`src/rtl/sgmii_an_pkg.sv`:
```
// rtl/sgmii_an_pkg.sv - shared types and 8b/10b code constants for SGMII auto-negotiation receive
package sgmii_an_pkg;

    typedef enum logic [2:0] {
        ABILITY_DETECT = 3'd0,
        ACK_DETECT     = 3'd1,
        COMPLETE_ACK   = 3'd2,
        IDLE_DETECT    = 3'd3,
        LINK_OK        = 3'd4
    } an_state_t;

    typedef enum logic [1:0] {
        P_HUNT   = 2'd0,
        P_CODE   = 2'd1,
        P_CFG_LO = 2'd2,
        P_CFG_HI = 2'd3
    } parser_state_t;

    localparam logic [7:0] K28_5 = 8'hBC;
    localparam logic [7:0] D21_5 = 8'hB5;
    localparam logic [7:0] D2_2  = 8'h42;
    localparam logic [7:0] D16_2 = 8'h50;
    localparam logic [7:0] D5_6  = 8'hC5;
    localparam int         CFG_ACK_BIT = 14;

    // Ability comparisons treat words differing only in the ACK bit as equal.
    function automatic logic [15:0] cfg_strip_ack(input logic [15:0] word);
        logic [15:0] w;
        w = word;
        w[CFG_ACK_BIT] = 1'b0;
        return w;
    endfunction

endpackage

```
`src/rtl/sgmii_os_parser.sv`:
```
// rtl/sgmii_os_parser.sv - ordered-set parser: decoded byte stream to registered config/idle events
module sgmii_os_parser
    import sgmii_an_pkg::*;
(
    input  logic        clock_i,
    input  logic        reset_i,
    input  logic        rx_valid_i,
    input  logic [7:0]  rx_data_i,
    input  logic        rx_is_k_i,
    input  logic        rx_code_err_i,
    output logic        cfg_evt_o,
    output logic [15:0] cfg_word_o,
    output logic        idle_evt_o
);

    parser_state_t state_q, state_d;
    logic [7:0]    lo_q, lo_d;
    logic [15:0]   cfg_word_q, cfg_word_d;
    logic          cfg_evt_q, cfg_evt_d;
    logic          idle_evt_q, idle_evt_d;
    logic          is_comma;
    logic          accept;

    assign is_comma = rx_is_k_i && (rx_data_i == K28_5);
    assign accept   = rx_valid_i && !rx_code_err_i && !is_comma;

    always_ff @(posedge clock_i) begin
        if (reset_i) begin
            state_q <= P_HUNT;
        end else begin
            state_q <= state_d;
        end
    end

    always_comb begin
        state_d = state_q;
        if (rx_valid_i) begin
            if (rx_code_err_i) begin
                state_d = P_HUNT;
            end else if (is_comma) begin
                state_d = P_CODE;
            end else begin
                case (state_q)
                    P_CODE:   state_d = (!rx_is_k_i && (rx_data_i == D21_5 || rx_data_i == D2_2))
                                        ? P_CFG_LO : P_HUNT;
                    P_CFG_LO: state_d = rx_is_k_i ? P_HUNT : P_CFG_HI;
                    default:  state_d = P_HUNT;
                endcase
            end
        end
    end

    always_comb begin
        cfg_evt_d  = 1'b0;
        idle_evt_d = 1'b0;
        lo_d       = lo_q;
        cfg_word_d = cfg_word_q;
        if (accept) begin
            case (state_q)
                P_CODE:   idle_evt_d = !rx_is_k_i && (rx_data_i == D16_2 || rx_data_i == D5_6);
                P_CFG_LO: if (!rx_is_k_i) lo_d = rx_data_i;
                P_CFG_HI: begin
                    if (!rx_is_k_i) begin
                        cfg_evt_d  = 1'b1;
                        cfg_word_d = {rx_data_i, lo_q};
                    end
                end
                default: ;
            endcase
        end
    end

    // Events are registered, giving one cycle latency from the last byte of a set.
    always_ff @(posedge clock_i) begin
        if (reset_i) begin
            lo_q       <= '0;
            cfg_word_q <= '0;
            cfg_evt_q  <= 1'b0;
            idle_evt_q <= 1'b0;
        end else begin
            lo_q       <= lo_d;
            cfg_word_q <= cfg_word_d;
            cfg_evt_q  <= cfg_evt_d;
            idle_evt_q <= idle_evt_d;
        end
    end

    assign cfg_evt_o  = cfg_evt_q;
    assign cfg_word_o = cfg_word_q;
    assign idle_evt_o = idle_evt_q;

endmodule

```
`src/rtl/sgmii_an_rx.sv`:
```
// rtl/sgmii_an_rx.sv - SGMII auto-negotiation receive arbitration; link timer enabled by SGMII_AN_LINK_TIMER_EN
module sgmii_an_rx
    import sgmii_an_pkg::*;
#(
    parameter int MATCH_COUNT       = 3,
    parameter int LINK_TIMER_CYCLES = 200000
) (
    input  logic        clock_i,
    input  logic        reset_i,
    input  logic        an_restart_i,
    input  logic        rx_valid_i,
    input  logic [7:0]  rx_data_i,
    input  logic        rx_is_k_i,
    input  logic        rx_code_err_i,
    output logic [15:0] partner_config_o,
    output logic        config_valid_o,
    output logic        tx_send_config_o,
    output logic        tx_ack_o,
    output logic        link_up_o,
    output logic [2:0]  an_state_o
);

    localparam int             CNT_W   = $clog2(MATCH_COUNT + 1);
    localparam logic [CNT_W-1:0] CNT_MAX = CNT_W'(MATCH_COUNT);

    logic        cfg_evt, idle_evt;
    logic [15:0] cfg_word;

    an_state_t        state_q, state_d;
    logic [CNT_W-1:0] abil_cnt_q, abil_cnt_d, ack_cnt_q, ack_cnt_d, idle_cnt_q, idle_cnt_d;
    logic [CNT_W-1:0] abil_cnt_ev, ack_cnt_ev;
    logic [15:0]      last_word_q, last_word_d, partner_q, partner_d;
    logic             same_abil, same_full, abil_match, ack_match, idle_match;
    logic             clear_cnt, timer_done;

    sgmii_os_parser u_parser (
        .clock_i       (clock_i),
        .reset_i       (reset_i),
        .rx_valid_i    (rx_valid_i),
        .rx_data_i     (rx_data_i),
        .rx_is_k_i     (rx_is_k_i),
        .rx_code_err_i (rx_code_err_i),
        .cfg_evt_o     (cfg_evt),
        .cfg_word_o    (cfg_word),
        .idle_evt_o    (idle_evt)
    );

    assign clear_cnt = an_restart_i || (rx_valid_i && rx_code_err_i);

    // A zero run count means no valid previous word, so last_word_q is ignored.
    always_comb begin
        same_abil   = (abil_cnt_q != '0) && (cfg_strip_ack(cfg_word) == cfg_strip_ack(last_word_q));
        same_full   = (ack_cnt_q != '0) && (cfg_word == last_word_q);
        abil_cnt_ev = !same_abil ? CNT_W'(1)
                    : (abil_cnt_q == CNT_MAX) ? CNT_MAX : abil_cnt_q + CNT_W'(1);
        if (!cfg_word[CFG_ACK_BIT]) begin
            ack_cnt_ev = '0;
        end else if (!same_full) begin
            ack_cnt_ev = CNT_W'(1);
        end else begin
            ack_cnt_ev = (ack_cnt_q == CNT_MAX) ? CNT_MAX : ack_cnt_q + CNT_W'(1);
        end
        abil_match = cfg_evt && (abil_cnt_ev == CNT_MAX);
        ack_match  = cfg_evt && (ack_cnt_ev == CNT_MAX);
        idle_match = (idle_cnt_q == CNT_MAX);
    end

    always_comb begin
        abil_cnt_d  = abil_cnt_q;
        ack_cnt_d   = ack_cnt_q;
        idle_cnt_d  = idle_cnt_q;
        last_word_d = last_word_q;
        partner_d   = partner_q;
        if (clear_cnt) begin
            abil_cnt_d = '0;
            ack_cnt_d  = '0;
            idle_cnt_d = '0;
        end else if (cfg_evt) begin
            abil_cnt_d  = abil_cnt_ev;
            ack_cnt_d   = ack_cnt_ev;
            idle_cnt_d  = '0;
            last_word_d = cfg_word;
        end else if (idle_evt) begin
            idle_cnt_d = (idle_cnt_q == CNT_MAX) ? CNT_MAX : idle_cnt_q + CNT_W'(1);
        end
        if (!an_restart_i && state_q == ABILITY_DETECT && abil_match && cfg_word != 16'h0000) begin
            partner_d = cfg_word;
        end
    end

    always_ff @(posedge clock_i) begin
        if (reset_i) begin
            abil_cnt_q  <= '0;
            ack_cnt_q   <= '0;
            idle_cnt_q  <= '0;
            last_word_q <= '0;
            partner_q   <= '0;
        end else begin
            abil_cnt_q  <= abil_cnt_d;
            ack_cnt_q   <= ack_cnt_d;
            idle_cnt_q  <= idle_cnt_d;
            last_word_q <= last_word_d;
            partner_q   <= partner_d;
        end
    end

`ifdef SGMII_AN_LINK_TIMER_EN
    // Restarts on every state change so each timed state waits its full period.
    logic [17:0] timer_q;
    assign timer_done = (timer_q >= 18'(LINK_TIMER_CYCLES - 1));

    always_ff @(posedge clock_i) begin
        if (reset_i || (state_d != state_q)) begin
            timer_q <= '0;
        end else if (!timer_done) begin
            timer_q <= timer_q + 18'd1;
        end
    end
`else
    logic unused_timer_cfg;
    assign unused_timer_cfg = (LINK_TIMER_CYCLES == 0);
    assign timer_done       = 1'b1;
`endif

    always_ff @(posedge clock_i) begin
        if (reset_i) begin
            state_q <= ABILITY_DETECT;
        end else begin
            state_q <= state_d;
        end
    end

    always_comb begin
        state_d = state_q;
        if (an_restart_i) begin
            state_d = ABILITY_DETECT;
        end else begin
            case (state_q)
                ABILITY_DETECT: begin
                    if (abil_match && cfg_word != 16'h0000) state_d = ACK_DETECT;
                end
                ACK_DETECT: begin
                    if (cfg_evt && cfg_word == 16'h0000) begin
                        state_d = ABILITY_DETECT;
                    end else if (ack_match && cfg_strip_ack(cfg_word) == cfg_strip_ack(partner_q)) begin
                        state_d = COMPLETE_ACK;
                    end else if (abil_match && cfg_strip_ack(cfg_word) != cfg_strip_ack(partner_q)) begin
                        state_d = ABILITY_DETECT;
                    end
                end
                COMPLETE_ACK: begin
                    if (cfg_evt && cfg_word == 16'h0000) state_d = ABILITY_DETECT;
                    else if (timer_done)                 state_d = IDLE_DETECT;
                end
                IDLE_DETECT: begin
                    if (cfg_evt)                        state_d = ABILITY_DETECT;
                    else if (idle_match && timer_done)  state_d = LINK_OK;
                end
                LINK_OK: begin
                    if (cfg_evt) state_d = ABILITY_DETECT;
                end
                default: state_d = ABILITY_DETECT;
            endcase
        end
    end

    always_comb begin
        tx_send_config_o = 1'b1;
        tx_ack_o         = 1'b0;
        link_up_o        = 1'b0;
        case (state_q)
            ACK_DETECT, COMPLETE_ACK: tx_ack_o = 1'b1;
            IDLE_DETECT:              tx_send_config_o = 1'b0;
            LINK_OK: begin
                tx_send_config_o = 1'b0;
                link_up_o        = 1'b1;
            end
            default: ;
        endcase
    end

    assign partner_config_o = partner_q;
    assign config_valid_o   = cfg_evt;
    assign an_state_o       = state_q;

endmodule

```
`config.mk`:
```
export PLATFORM = sky130hd
export DESIGN_NAME = sgmii_an_rx
export DESIGN_NICKNAME = d
export VERILOG_FILES = /design/src/rtl/sgmii_an_pkg.sv /design/src/rtl/sgmii_os_parser.sv /design/src/rtl/sgmii_an_rx.sv
export SDC_FILE = /design/constraint.sdc
export NUM_CORES = 1
export LEC_CHECK = 0
export BUFFER_PORTS_ARGS = -buffer_cell sky130_fd_sc_hd__buf_2
export CAP_MARGIN = 20
export CORE_AREA = 2 2 106 108
export DETAILED_ROUTE_END_ITERATION = 10
export DIE_AREA = 0 0 108 110
export GPL_ROUTABILITY_DRIVEN = 1
export PLACE_DENSITY_LB_ADDON = 0.1
export REMOVE_ABC_BUFFERS = 1
export SYNTH_ARGS = -nofsm -noshare
export SYNTH_HDL_FRONTEND = slang
export SYNTH_HIERARCHICAL = 1
export SYNTH_SLANG_ARGS = --single-unit
export TNS_END_PERCENT = 10
```
`constraint.sdc`:
```
create_clock -name clock_i -period 2.8 [get_ports clock_i]
set_input_delay 0.14 -clock clock_i [delete_from_list [all_inputs] [get_ports clock_i]]
set_output_delay 0.14 -clock clock_i [all_outputs]
set_load 0.05 [all_outputs]
```
==> results.sh <==
export IMPL_root_buffer="clkbuf_8"
export IMPL_first_pass_iters=4
export IMPL_drive_above_1_share_pct=15.82
export IMPL_p_switching_mw=0.4404
export IMPL_clk_insertion_delay_late_ns=0.35
export IMPL_r2r_slack_ns=0.29
export IMPL_clkPwrFrac_pct=48.1
export IMPL_cp_num_cells=6
export IMPL_seqCellArea_um2=1381
export IMPL_cts_tree="yes"
export IMPL_worst_path_max_delay_cell="nor4_1"
export IMPL_cap_violations=0
export IMPL_netlist_instances=370
export IMPL_grt_ovfl_total=0
export IMPL_drc=0
export IMPL_final_core_util_pct=34.95
export IMPL_r2r_end="an_state_o[1]"
export IMPL_die_y_um=110
export IMPL_pwr_share_comb_pct=2.6
export IMPL_fillCellCount=1119
export IMPL_crit_arrival_ns=2.72
export IMPL_postRouteAntennaNets=0
export IMPL_reg2reg_from="u_parser/cfg_word_o[9]"
export IMPL_cp_end_kind="register"
export IMPL_critPathLaunchType="register"
export IMPL_fmax_mhz=398.6
export IMPL_layout_commonest_cell="nand2_1"
export IMPL_final_cell_mix="nand2_1, dfxtp_1, a21oi_1, buf_2, nor2_1"
export IMPL_core_area_um2=10700
export IMPL_rsz0062_at_grt="no"
export IMPL_antenna_found_initial=0
export IMPL_grt_max_degree=39
export IMPL_dp_hpwl_mm=6.114
export IMPL_yosys_warnings=6
export IMPL_critPathLaunch="u_parser/cfg_word_o[9]"
export IMPL_ctsResizeCount=0
export IMPL_hold_class="in2reg"
export IMPL_cp_top_family="simple AND/OR/NAND/NOR gates"
export IMPL_yosysSeqAreaShare_pct=43.86
export IMPL_max_stage_delay_ns=0.58
export IMPL_post_route_min_period_ns=2.509
export IMPL_globalplace_congestion=0.8028
export IMPL_multi_input_area_um2=1683
export IMPL_clkSlewWorstSetupHoldPaths_ns=0.07
export IMPL_r2r_cells=6
export IMPL_clock_skew_ns=0.01765
export IMPL_finalWirelength_mm=8.678
export IMPL_p_sw_share_pct=22.15
export IMPL_cp_num_buf_inv=0
export IMPL_n_antenna_cell=0
export IMPL_port_buffers=36
export IMPL_min_from="an_restart_i"
export IMPL_start_util_pct=29.44
export IMPL_power_internal_mw=1.548
export IMPL_ys_ff_latch=69
export IMPL_placed_area_um2=3506
export IMPL_via_per_inst=4.831
export IMPL_grt_pass1_vias=2597
export IMPL_seq_power_share_pct=49.3
export IMPL_layout_setup_ws_ns=0.2913
export IMPL_final_hold_viol_count=0
export IMPL_wire_per_inst_um=15.75
export IMPL_cp_max_fo=6
export IMPL_cts_sinks=69
export IMPL_hold_buffers=0
export IMPL_worstPathRequired_ns=3.01
export IMPL_die_x_um=108
export IMPL_grt_use_total_pct=15.40
export IMPL_netlist_area_um2=3149
export IMPL_slew_viol_final=0
export IMPL_drt_initial_drc_count=150
export IMPL_cts_setup_buffers=0
export IMPL_cts_buffer_depth=2
export IMPL_setup_viol=0
export IMPL_power_leakage_nw=1.412
export IMPL_slew_headroom_pct=48.56
export IMPL_htreeDepth=3
export IMPL_rows=38
export IMPL_tightest_slew_ns=0.7693
export IMPL_grt_pass1_wl_mm=13.94
export IMPL_status="finished clean"
export IMPL_synth_avg_cell_area_um2=8.512
export IMPL_ioPinCount=37
export IMPL_fin_nets=423
export IMPL_endpoint="an_state_o[1]"
export IMPL_syn_to_final_growth_pct=18.71
export IMPL_postLayoutCellArea_um2=3739
export IMPL_power_density_nw_per_um2=531.8
export IMPL_tns_ns=0
export IMPL_path_class="reg2reg"
export IMPL_synth_distinct_cells=42
export IMPL_dp_slack_ns=0.2839
export IMPL_cts_made_buffers=9
export IMPL_fin_crit_sh_pct=89.60
export IMPL_path_cells="xnor2_1 -> nand4_1 -> nor4_1 -> mux2i_1 -> o221ai_1 -> a2111oi_0"
export IMPL_vias=2662
export IMPL_ir_drop_mv=0.2480
export IMPL_die_area_um2=11880
==> power groups by stage <==
stage / Combinational (mW) / Clock, mW / Sequential (mW)
after floorplan: 0.0104 / 0 / 1.00
after global placement: 0.0524 / 0 / 1.00
after detailed placement: 0.0523 / 0 / 1.00
after CTS: 0.0523 / 0.975 / 0.980
after global routing: 0.0567 / 1.02 / 0.980
final: 0.0514 / 0.957 / 0.980
==> stage by stage <==
step	total power, mW	std cells	hold WS [ns]
finish	1.988	551	0.07981
global placement	1.056	535	0.4294
floorplan	1.014	351	0.2091
CTS	2.008	551	0.06486
global route	2.058	551	0.07546
detailed placement	1.056	535	0.4304
==> per-layer routing <==
metal / wire (um) / track usage [%] / up-vias
met3: 305 / 2.998 / 11
li1: - / - / 1353
met2: 3928 / 24.66 / 41
met1: 4309 / 20.81 / 1257
met5: 0 / 0 / -
met4: 134 / 5.311 / 0
==> final cells by class <==
type,count,area share (%)
clock buffer,11,4.050
clock inverter,5,2.175
inverter,7,0.7028
multi-input combinational,275,45.01
sequential,69,36.95
tap,140,4.685
timing repair buffer,44,6.426
==> sequential cells by signal, summed over array words and instances, names as in the netlist <==
signal,count
u_parser/cfg_word_o,16
ack_cnt_q,2
u_parser/idle_evt_o,1
u_parser/state_q,2
idle_cnt_q,2
u_parser/lo_q,8
last_word_q,16
u_parser/cfg_evt_o,1
abil_cnt_q,2
an_state_o,3
partner_config_o,16
==> worst min path at each step <==
stage                     endpoint  slack, ns  depth (start not counted)
global placement     an_state_o[1]       0.43                          2
floorplan           last_word_q[0]       0.21                          1
detailed placement   an_state_o[1]       0.43                          2
CTS                  an_state_o[1]       0.06                          2
finish               an_state_o[1]       0.08                          2
global route         an_state_o[1]       0.08                          2
==> cells by family (layout without fill, tap and decap cells) <==
family / after synthesis / after routing / synth area share (%)
buffers and inverters: 26 / 67 / 3.258
adders and majority gates: 3 / 3 / 1.192
xor gates and xnor gates: 31 / 31 / 8.621
muxes: 27 / 27 / 8.582
and+or+nand+nor: 159 / 159 / 24.79
AOI/OAI and AO/OA: 55 / 55 / 9.695
DFF: 69 / 69 / 43.86
==> cells in the mapped netlist (all sizes together) <==
cell type / count / area share (%)
and3b: 1 / 0.28
nand4: 10 / 2.0
a311oi: 1 / 0.28
or4: 2 / 0.60
a22oi: 1 / 0.24
or4b: 2 / 0.64
and4: 1 / 0.28
nor2: 34 / 4.1
ha: 3 / 1.2
o21ai: 5 / 0.79
nor4bb: 3 / 0.95
nor4b: 2 / 0.56
o22ai: 1 / 0.20
or3b: 1 / 0.28
or4bb: 1 / 0.36
nand3b: 4 / 0.95
o211ai: 1 / 0.24
a2111oi: 1 / 0.28
nand2: 72 / 8.6
a31oi: 2 / 0.40
nand4b: 2 / 0.56
mux2i: 27 / 8.6
dfxtp: 69 / 44
nor4: 6 / 1.4
inv: 7 / 0.83
clkbuf: 14 / 1.7
and4b: 2 / 0.64
o32a: 1 / 0.32
buf: 5 / 0.75
o221ai: 1 / 0.28
a21o: 1 / 0.24
a211oi: 1 / 0.24
a21oi: 39 / 6.2
nand2b: 2 / 0.40
nor3: 7 / 1.1
xnor2: 31 / 8.6
nand3: 6 / 0.95
nor3b: 1 / 0.24
Power figures use the tool's default switching activity.
